File: src/rtl/rom_loader.sv
`default_nettype none
// ============================================================================
// Module      : rom_loader
// Description : Boot-image loader sitting in front of the instruction ROM
//               write port. It takes a byte stream over a valid/ready
//               handshake and parses frames of the form
//                   0xA5, LEN[7:0], LEN[15:8], LEN*4 data bytes, CSUM
//               Each group of four data bytes (LSB first) is written to the
//               ROM as one 32-bit word. An 8-bit additive checksum over the
//               data bytes is verified. The core is held in reset while a
//               load is in progress and after a failed load.
// Ports       :
//   clk          system clock
//   rst_n        asynchronous active-low reset
//   i_load_req   one-cycle pulse; starts a load from IDLE, DONE or ERR
//   i_rx_valid   byte available
//   i_rx_data    byte value
//   o_rx_ready   loader accepts a byte this cycle
//   o_wen        ROM write enable, one-cycle pulse per word
//   o_w_addr     ROM byte address
//   o_w_data     ROM write data
//   o_core_rstn  active-low reset to the core (registered)
//   o_busy       load in progress
//   o_done       last load completed with a good checksum
//   o_err        last load failed
// Revision    : 1.0 - initial release
// ============================================================================
module rom_loader #(
    parameter logic [31:0] BASE_ADDR = 32'h0000_0000,
    parameter int          MEM_NUM   = 4096,
    parameter int          TIMEOUT   = 1000000
) (
    input  logic        clk,
    input  logic        rst_n,
    input  logic        i_load_req,
    input  logic        i_rx_valid,
    input  logic [7:0]  i_rx_data,
    output logic        o_rx_ready,
    output logic        o_wen,
    output logic [31:0] o_w_addr,
    output logic [31:0] o_w_data,
    output logic        o_core_rstn,
    output logic        o_busy,
    output logic        o_done,
    output logic        o_err
);

    localparam logic [7:0]  c_MAGIC   = 8'hA5;
    localparam logic [31:0] c_MEM_NUM = 32'(MEM_NUM);
    localparam int          c_TW      = (TIMEOUT > 2) ? $clog2(TIMEOUT) : 1;
    // Timer value at which one more idle cycle hits the limit.
    localparam logic [c_TW-1:0] c_TLIM = c_TW'(TIMEOUT - 1);

    typedef enum logic [2:0] {
        S_IDLE  = 3'd0,
        S_MAGIC = 3'd1,
        S_LEN0  = 3'd2,
        S_LEN1  = 3'd3,
        S_DATA  = 3'd4,
        S_CSUM  = 3'd5,
        S_DONE  = 3'd6,
        S_ERR   = 3'd7
    } state_t;

    state_t          r_state;
    state_t          w_next;

    logic [15:0]     r_len;
    logic [15:0]     r_word_idx;
    logic [1:0]      r_byte_idx;
    logic [7:0]      r_csum;
    logic [31:0]     r_asm;
    logic [c_TW-1:0] r_timer;
    logic            r_wen;
    logic [31:0]     r_w_addr;
    logic [31:0]     r_w_data;
    logic            r_core_rstn;
    logic            r_done;
    logic            r_err;

    logic            w_busy;
    logic            w_hs;
    logic            w_timeout;
    logic            w_enter_magic;
    logic [15:0]     w_len;
    logic            w_last_byte;
    logic            w_last_word;

    // ------------------------------------------------------------------
    // State register
    // ------------------------------------------------------------------
    always_ff @(posedge clk or negedge rst_n) begin
        if (!rst_n) begin
            r_state <= S_IDLE;
        end else begin
            r_state <= w_next;
        end
    end

    // ------------------------------------------------------------------
    // Next-state and decode
    // ------------------------------------------------------------------
    always_comb begin
        w_next        = r_state;
        w_busy        = 1'b0;
        w_enter_magic = 1'b0;
        w_len         = {i_rx_data, r_len[7:0]};
        w_last_byte   = (r_byte_idx == 2'd3);
        w_last_word   = (r_word_idx == (r_len - 16'd1));

        case (r_state)
            S_MAGIC, S_LEN0, S_LEN1, S_DATA, S_CSUM: w_busy = 1'b1;
            default:                                 w_busy = 1'b0;
        endcase

        w_hs      = i_rx_valid & w_busy;
        w_timeout = w_busy & ~w_hs & (r_timer == c_TLIM);

        case (r_state)
            S_IDLE, S_DONE, S_ERR: begin
                if (i_load_req) begin
                    w_next        = S_MAGIC;
                    w_enter_magic = 1'b1;
                end
            end
            S_MAGIC: begin
                // Anything other than the magic byte is dropped to resync.
                if (w_hs && (i_rx_data == c_MAGIC)) w_next = S_LEN0;
            end
            S_LEN0: begin
                if (w_hs) w_next = S_LEN1;
            end
            S_LEN1: begin
                if (w_hs) begin
                    if (32'(w_len) > c_MEM_NUM) w_next = S_ERR;
                    else if (w_len == 16'd0)    w_next = S_CSUM;
                    else                        w_next = S_DATA;
                end
            end
            S_DATA: begin
                if (w_hs && w_last_byte && w_last_word) w_next = S_CSUM;
            end
            S_CSUM: begin
                if (w_hs) w_next = (i_rx_data == r_csum) ? S_DONE : S_ERR;
            end
            default: w_next = S_IDLE;
        endcase

        // A timeout can only fire in a cycle without a handshake, so it
        // never overrides a byte transition.
        if (w_timeout) w_next = S_ERR;
    end

    // ------------------------------------------------------------------
    // Datapath and registered outputs
    // ------------------------------------------------------------------
    always_ff @(posedge clk or negedge rst_n) begin
        if (!rst_n) begin
            r_len       <= '0;
            r_word_idx  <= '0;
            r_byte_idx  <= '0;
            r_csum      <= '0;
            r_asm       <= '0;
            r_timer     <= '0;
            r_wen       <= 1'b0;
            r_w_addr    <= '0;
            r_w_data    <= '0;
            r_core_rstn <= 1'b1;
            r_done      <= 1'b0;
            r_err       <= 1'b0;
        end else begin
            r_wen <= 1'b0;

            if (w_enter_magic) begin
                r_word_idx <= '0;
                r_byte_idx <= '0;
                r_csum     <= '0;
                r_timer    <= '0;
            end else if (w_busy) begin
                r_timer <= w_hs ? '0 : (r_timer + 1'b1);
            end

            if (w_hs) begin
                case (r_state)
                    S_LEN0: r_len[7:0]  <= i_rx_data;
                    S_LEN1: r_len[15:8] <= i_rx_data;
                    S_DATA: begin
                        r_asm      <= {i_rx_data, r_asm[31:8]};
                        r_csum     <= r_csum + i_rx_data;
                        r_byte_idx <= r_byte_idx + 2'd1;
                        if (w_last_byte) begin
                            // Word is complete with this byte; issue the
                            // write in the following cycle.
                            r_wen      <= 1'b1;
                            r_w_data   <= {i_rx_data, r_asm[31:8]};
                            r_w_addr   <= BASE_ADDR + {14'd0, r_word_idx, 2'b00};
                            r_word_idx <= r_word_idx + 16'd1;
                        end
                    end
                    default: ;
                endcase
            end

            // Status follows the state being entered so it lines up with it.
            r_core_rstn <= (w_next == S_IDLE) || (w_next == S_DONE);
            r_done      <= (w_next == S_DONE);
            r_err       <= (w_next == S_ERR);
        end
    end

    assign o_rx_ready  = w_busy;
    assign o_busy      = w_busy;
    assign o_wen       = r_wen;
    assign o_w_addr    = r_w_addr;
    assign o_w_data    = r_w_data;
    assign o_core_rstn = r_core_rstn;
    assign o_done      = r_done;
    assign o_err       = r_err;

endmodule
`default_nettype wire
File: config.mk
export PLATFORM = sky130hd
export DESIGN_NAME = rom_loader
export DESIGN_NICKNAME = d
export VERILOG_FILES = /design/src/rtl/rom_loader.sv
export SDC_FILE = /design/constraint.sdc
export NUM_CORES = 1
export LEC_CHECK = 0
export ABC_CLOCK_PERIOD_IN_PS = 3500
export BUFFER_PORTS_ARGS = -buffer_cell sky130_fd_sc_hd__buf_2
export CORE_MARGIN = 5
export CORE_UTILIZATION = 54
export CTS_CLUSTER_SIZE = 24
export DETAILED_ROUTE_END_ITERATION = 8
export GPL_ROUTABILITY_DRIVEN = 0
export PLACE_DENSITY_LB_ADDON = 0.3
export SYNTH_ARGS = -nofsm -noshare
export SYNTH_HDL_FRONTEND = slang
export SYNTH_SLANG_ARGS = --single-unit
File: constraint.sdc
create_clock -name clk -period 3.5 [get_ports clk]
set_clock_uncertainty 0.15 [all_clocks]
set_input_delay 0 -clock clk [delete_from_list [all_inputs] [get_ports clk]]
set_output_delay 0 -clock clk [all_outputs]
set_load 0.02 [all_outputs]
==> impl_metrics.ini <==
[logic_synthesis]
syn_area_mm2 = 0.00703
ys_seq_elements = 141
synth_mux_area_share_pct = 1.09
yosysUniqueCellTypes = 68
syn_inst = 805
ys_seq_area_share_pct = 50.2
synth-compound-area-share_pct = 11.1
synth_edf_count = 0
synth_top_family_by_area = simple AND/OR/NAND/NOR gates
synthTopCellsByArea = dfrtp_1 50%, nand2_1 15%, o21ai_0 4.1%
synth_xor_area_share_pct = 3.81
synth-main-ff-cell = dfrtp_1
synth_top_area_cell = dfrtp_1
syn_area_per_cell_um2 = 8.73
synth_adder_area_share_pct = 2.24
yosysTopAreaCellShare_pct = 49.9
async_flop_share_pct = 100
ys_warn_count = 0
synthSimpleGateAreaFrac_pct = 26.4

[run_status]
status = finished, final reports clean

[global_routing]
antenna_found_initial = 0
grtUsageMet1_pct = 28.3
grt_use_met2_pct = 38.6
grt-ovfl-total = 0
grt_pass1_vias = 5789
busiest_layer = met2
met3_usage_pct = 5.72
grt_max_degree = 122
grtUsageTotal_pct = 22.8
grt_pass1_wl_um = 27400

[sta]
period_needed_ns = 2.89
hold_viol_final = 0
fin_tns_setup_ns = 0
whs_ns = 0.157
setup_viol = 0
rsz0062_at_grt = no
maxSlewHeadroom_pct = 29.8
post-route-period-util_pct = 82.6
worst_slew_pin_slew_ns = 1.05
fmax_ghz = 0.346
report.final.slew_viol_count = 0

[worst_setup_path]
cp-end-kind = flip-flop
cpPeakStageDelay_ns = 0.59
crit_family = compound AO/OA/AOI/OAI gates
crit_path_frequent_cell = a21boi_0
crit_type = flip-flop to flip-flop
worstPathRequired_ns = 3.67
cpMaxStageDelayCell = nor3b_1
crit_path_max_fanout = 8
crit_buf_inv = 1
start_kind = flip-flop
arrival_ns = 3.06
crit_chain = inv_1, ha_1, nor3b_1, nand4_1, o21ai_0, a21boi_0, a21boi_0, o21ba_1

[pwr]
swShare_pct = 34.0
power.switching_w = 0.00187
power_density_mw_per_mm2 = 677
power.internal_w = 0.00364
vdd_drop_max_mv = 0.366
cellLeakagePower_nw = 4.09
pwr-share-seq_pct = 41.4
combPwrFrac_pct = 25.4
pwr-share-clk_pct = 33.3
power_w = 0.00551

[die]
die_width_um = 124
ios = 82
die_h_um = 124
core_mm2 = 0.0127
dieArea_mm2 = 0.0154
initial_core_util_pct = 55.5
rows = 41

[cells_and_area]
drive_gt1_share_pct = 13.6
post-route-util_pct = 64.3
fin_cells = 1050
area.growth.synth_to_final_pct = 15.9
nNetsFinal = 889
antenna_cells = 0
fillers = 1050

[clock_tree]
ctsHoldBuffers = 11
post_cts_buffers = 0
clock_sinks = 141
clockRootBuffer = clkbuf_16
numCtsBuffers = 17
htree_levels = 4
cts_buffer_depth = 2
clk_latency_ns = 0.43
path_clk_slew_ns = 0.06
cts_tree = built
cts_resized = 0

[detailed_routing]
drtAntennaViolNets = 0
dr.first_iter.drc_count = 542
drc = 0
dr.pass1.iters = 5
wl_per_cell_um = 15.7
vias = 5881
wl_um = 16500
viasPerCell = 5.60

[place]
dp_hpwl_um = 11000
dp_cells = 1007
portBuffers = 65

[min_path]
hold_class = primary input to async pin

[flow_run]
maxCapViolCount = 0
## cells in the final DEF (no fill, tap or decap), types with 3 or more instances in the layout
master           n
clkinvlp_4       4
a31oi_1          4
o21ai_0         57
nand3_1         31
clkbuf_1         3
and4_1           3
nor4_1          10
or3_1            3
o211ai_1         8
bufinv_16        3
nand4_1         14
dlygate4sd3_1   11
xor2_1          16
a21oi_1         13
conb_1          16
nand2b_1         6
a21boi_0         3
xnor2_1         12
nand2_1        271
mux2_2           5
buf_4            8
nor3_1          16
a211oi_1         3
and3_1          10
buf_2           64
o31ai_1         13
dfrtp_1        140
ha_1            11
clkbuf_16       17
inv_1           17
nor2_1          30
## Yosys cell counts, drive strengths merged, types with 4 or more instances
library cell and count:
and3 10, a31oi 4, nand2b 6, ha 11, nand4 14, o211ai 8
xor2 16, nor2 30, o21ai 57, a21oi 13, o31ai 13, xnor2 12
nand2 272, nand3 31, nor4 12, clkbuf 34, nor3 16, buf 25
inv 17, mux2 5, dfrtp 140
## per-layer routing
layer	vias up	share of wire, %
met5	-	0
met4	0	2.1
met3	37	6.3
met2	214	50
met1	2806	42
li1	2824	-
## worst register-to-register path, cell delays in order, from the launching register on
cell	delay, ns
dfrtp_1	0.45
inv_1	0.11
ha_1	0.32
nor3b_1	0.59
nand4_1	0.26
o21ai_0	0.26
a21boi_0	0.15
a21boi_0	0.29
o21ba_1	0.19
## sequential cells by signal, summed over array words and instances, names as in the netlist, 2 cells and up
| name | count |
|---|---|
| r_asm | 24 |
| r_timer | 20 |
| o_w_data | 32 |
| r_len | 16 |
| r_csum | 8 |
| r_state | 3 |
| r_byte_idx | 2 |
| r_word_idx | 16 |
| o_w_addr | 16 |
## power by group through the flow
stage          Sequential, W  Combinational (W)  Clock, W
3_5_place_dp         0.00229            0.00137         0
4_1_cts              0.00227            0.00139   0.00185
2_1_floorplan        0.00214            0.00117         0
6_report             0.00228            0.00140   0.00183
5_1_grt              0.00232            0.00158   0.00192
3_3_place_gp         0.00227            0.00131         0
## final timing paths
check / slack [ns] / depth (start not counted) / to / from
min reg2reg: 0.32 / 2 / o_w_data[2] / o_w_data[2]
min in group clk: 0.26 / 4 / r_len[1] / i_rx_data[1]
max in group asynchronous: 2.15 / 3 / r_timer[6] / rst_n
min: 0.16 / 2 / o_w_addr[10] / rst_n
max reg2reg: 0.61 / 8 / o_err / r_len[0]
max: 0.61 / 8 / o_err / r_len[0]
## metrics by stage
step                instance area, µm²  setup WS [ns]
CTS                               8140          0.647
global placement                  7430          0.867
detailed placement                7430          0.674
finish                            8140          0.608
global route                      8140          0.446
floorplan                         7080          0.904
## kinds of logic after synthesis
| logic type | Yosys count |
|---|---|
| simple gates | 416 |
| compound gates | 123 |
| other cells | 1 |
| xor+xnor | 29 |
| mux | 7 |
| fa+ha+maj | 12 |
| flops | 141 |
| buf+inv | 76 |
## area by class of cell
class / count / area (µm²) / area share, %
clock buffers: 22 / 464 / 5.70
inverters: 17 / 63.8 / 0.784
clock inverters: 10 / 139 / 1.71
multi-input cells: 603 / 3210 / 39.4
flip-flops and latches: 141 / 3530 / 43.3
repair buffers: 85 / 522 / 6.41
well taps: 172 / 215 / 2.64
Power figures use the tool's default switching activity.
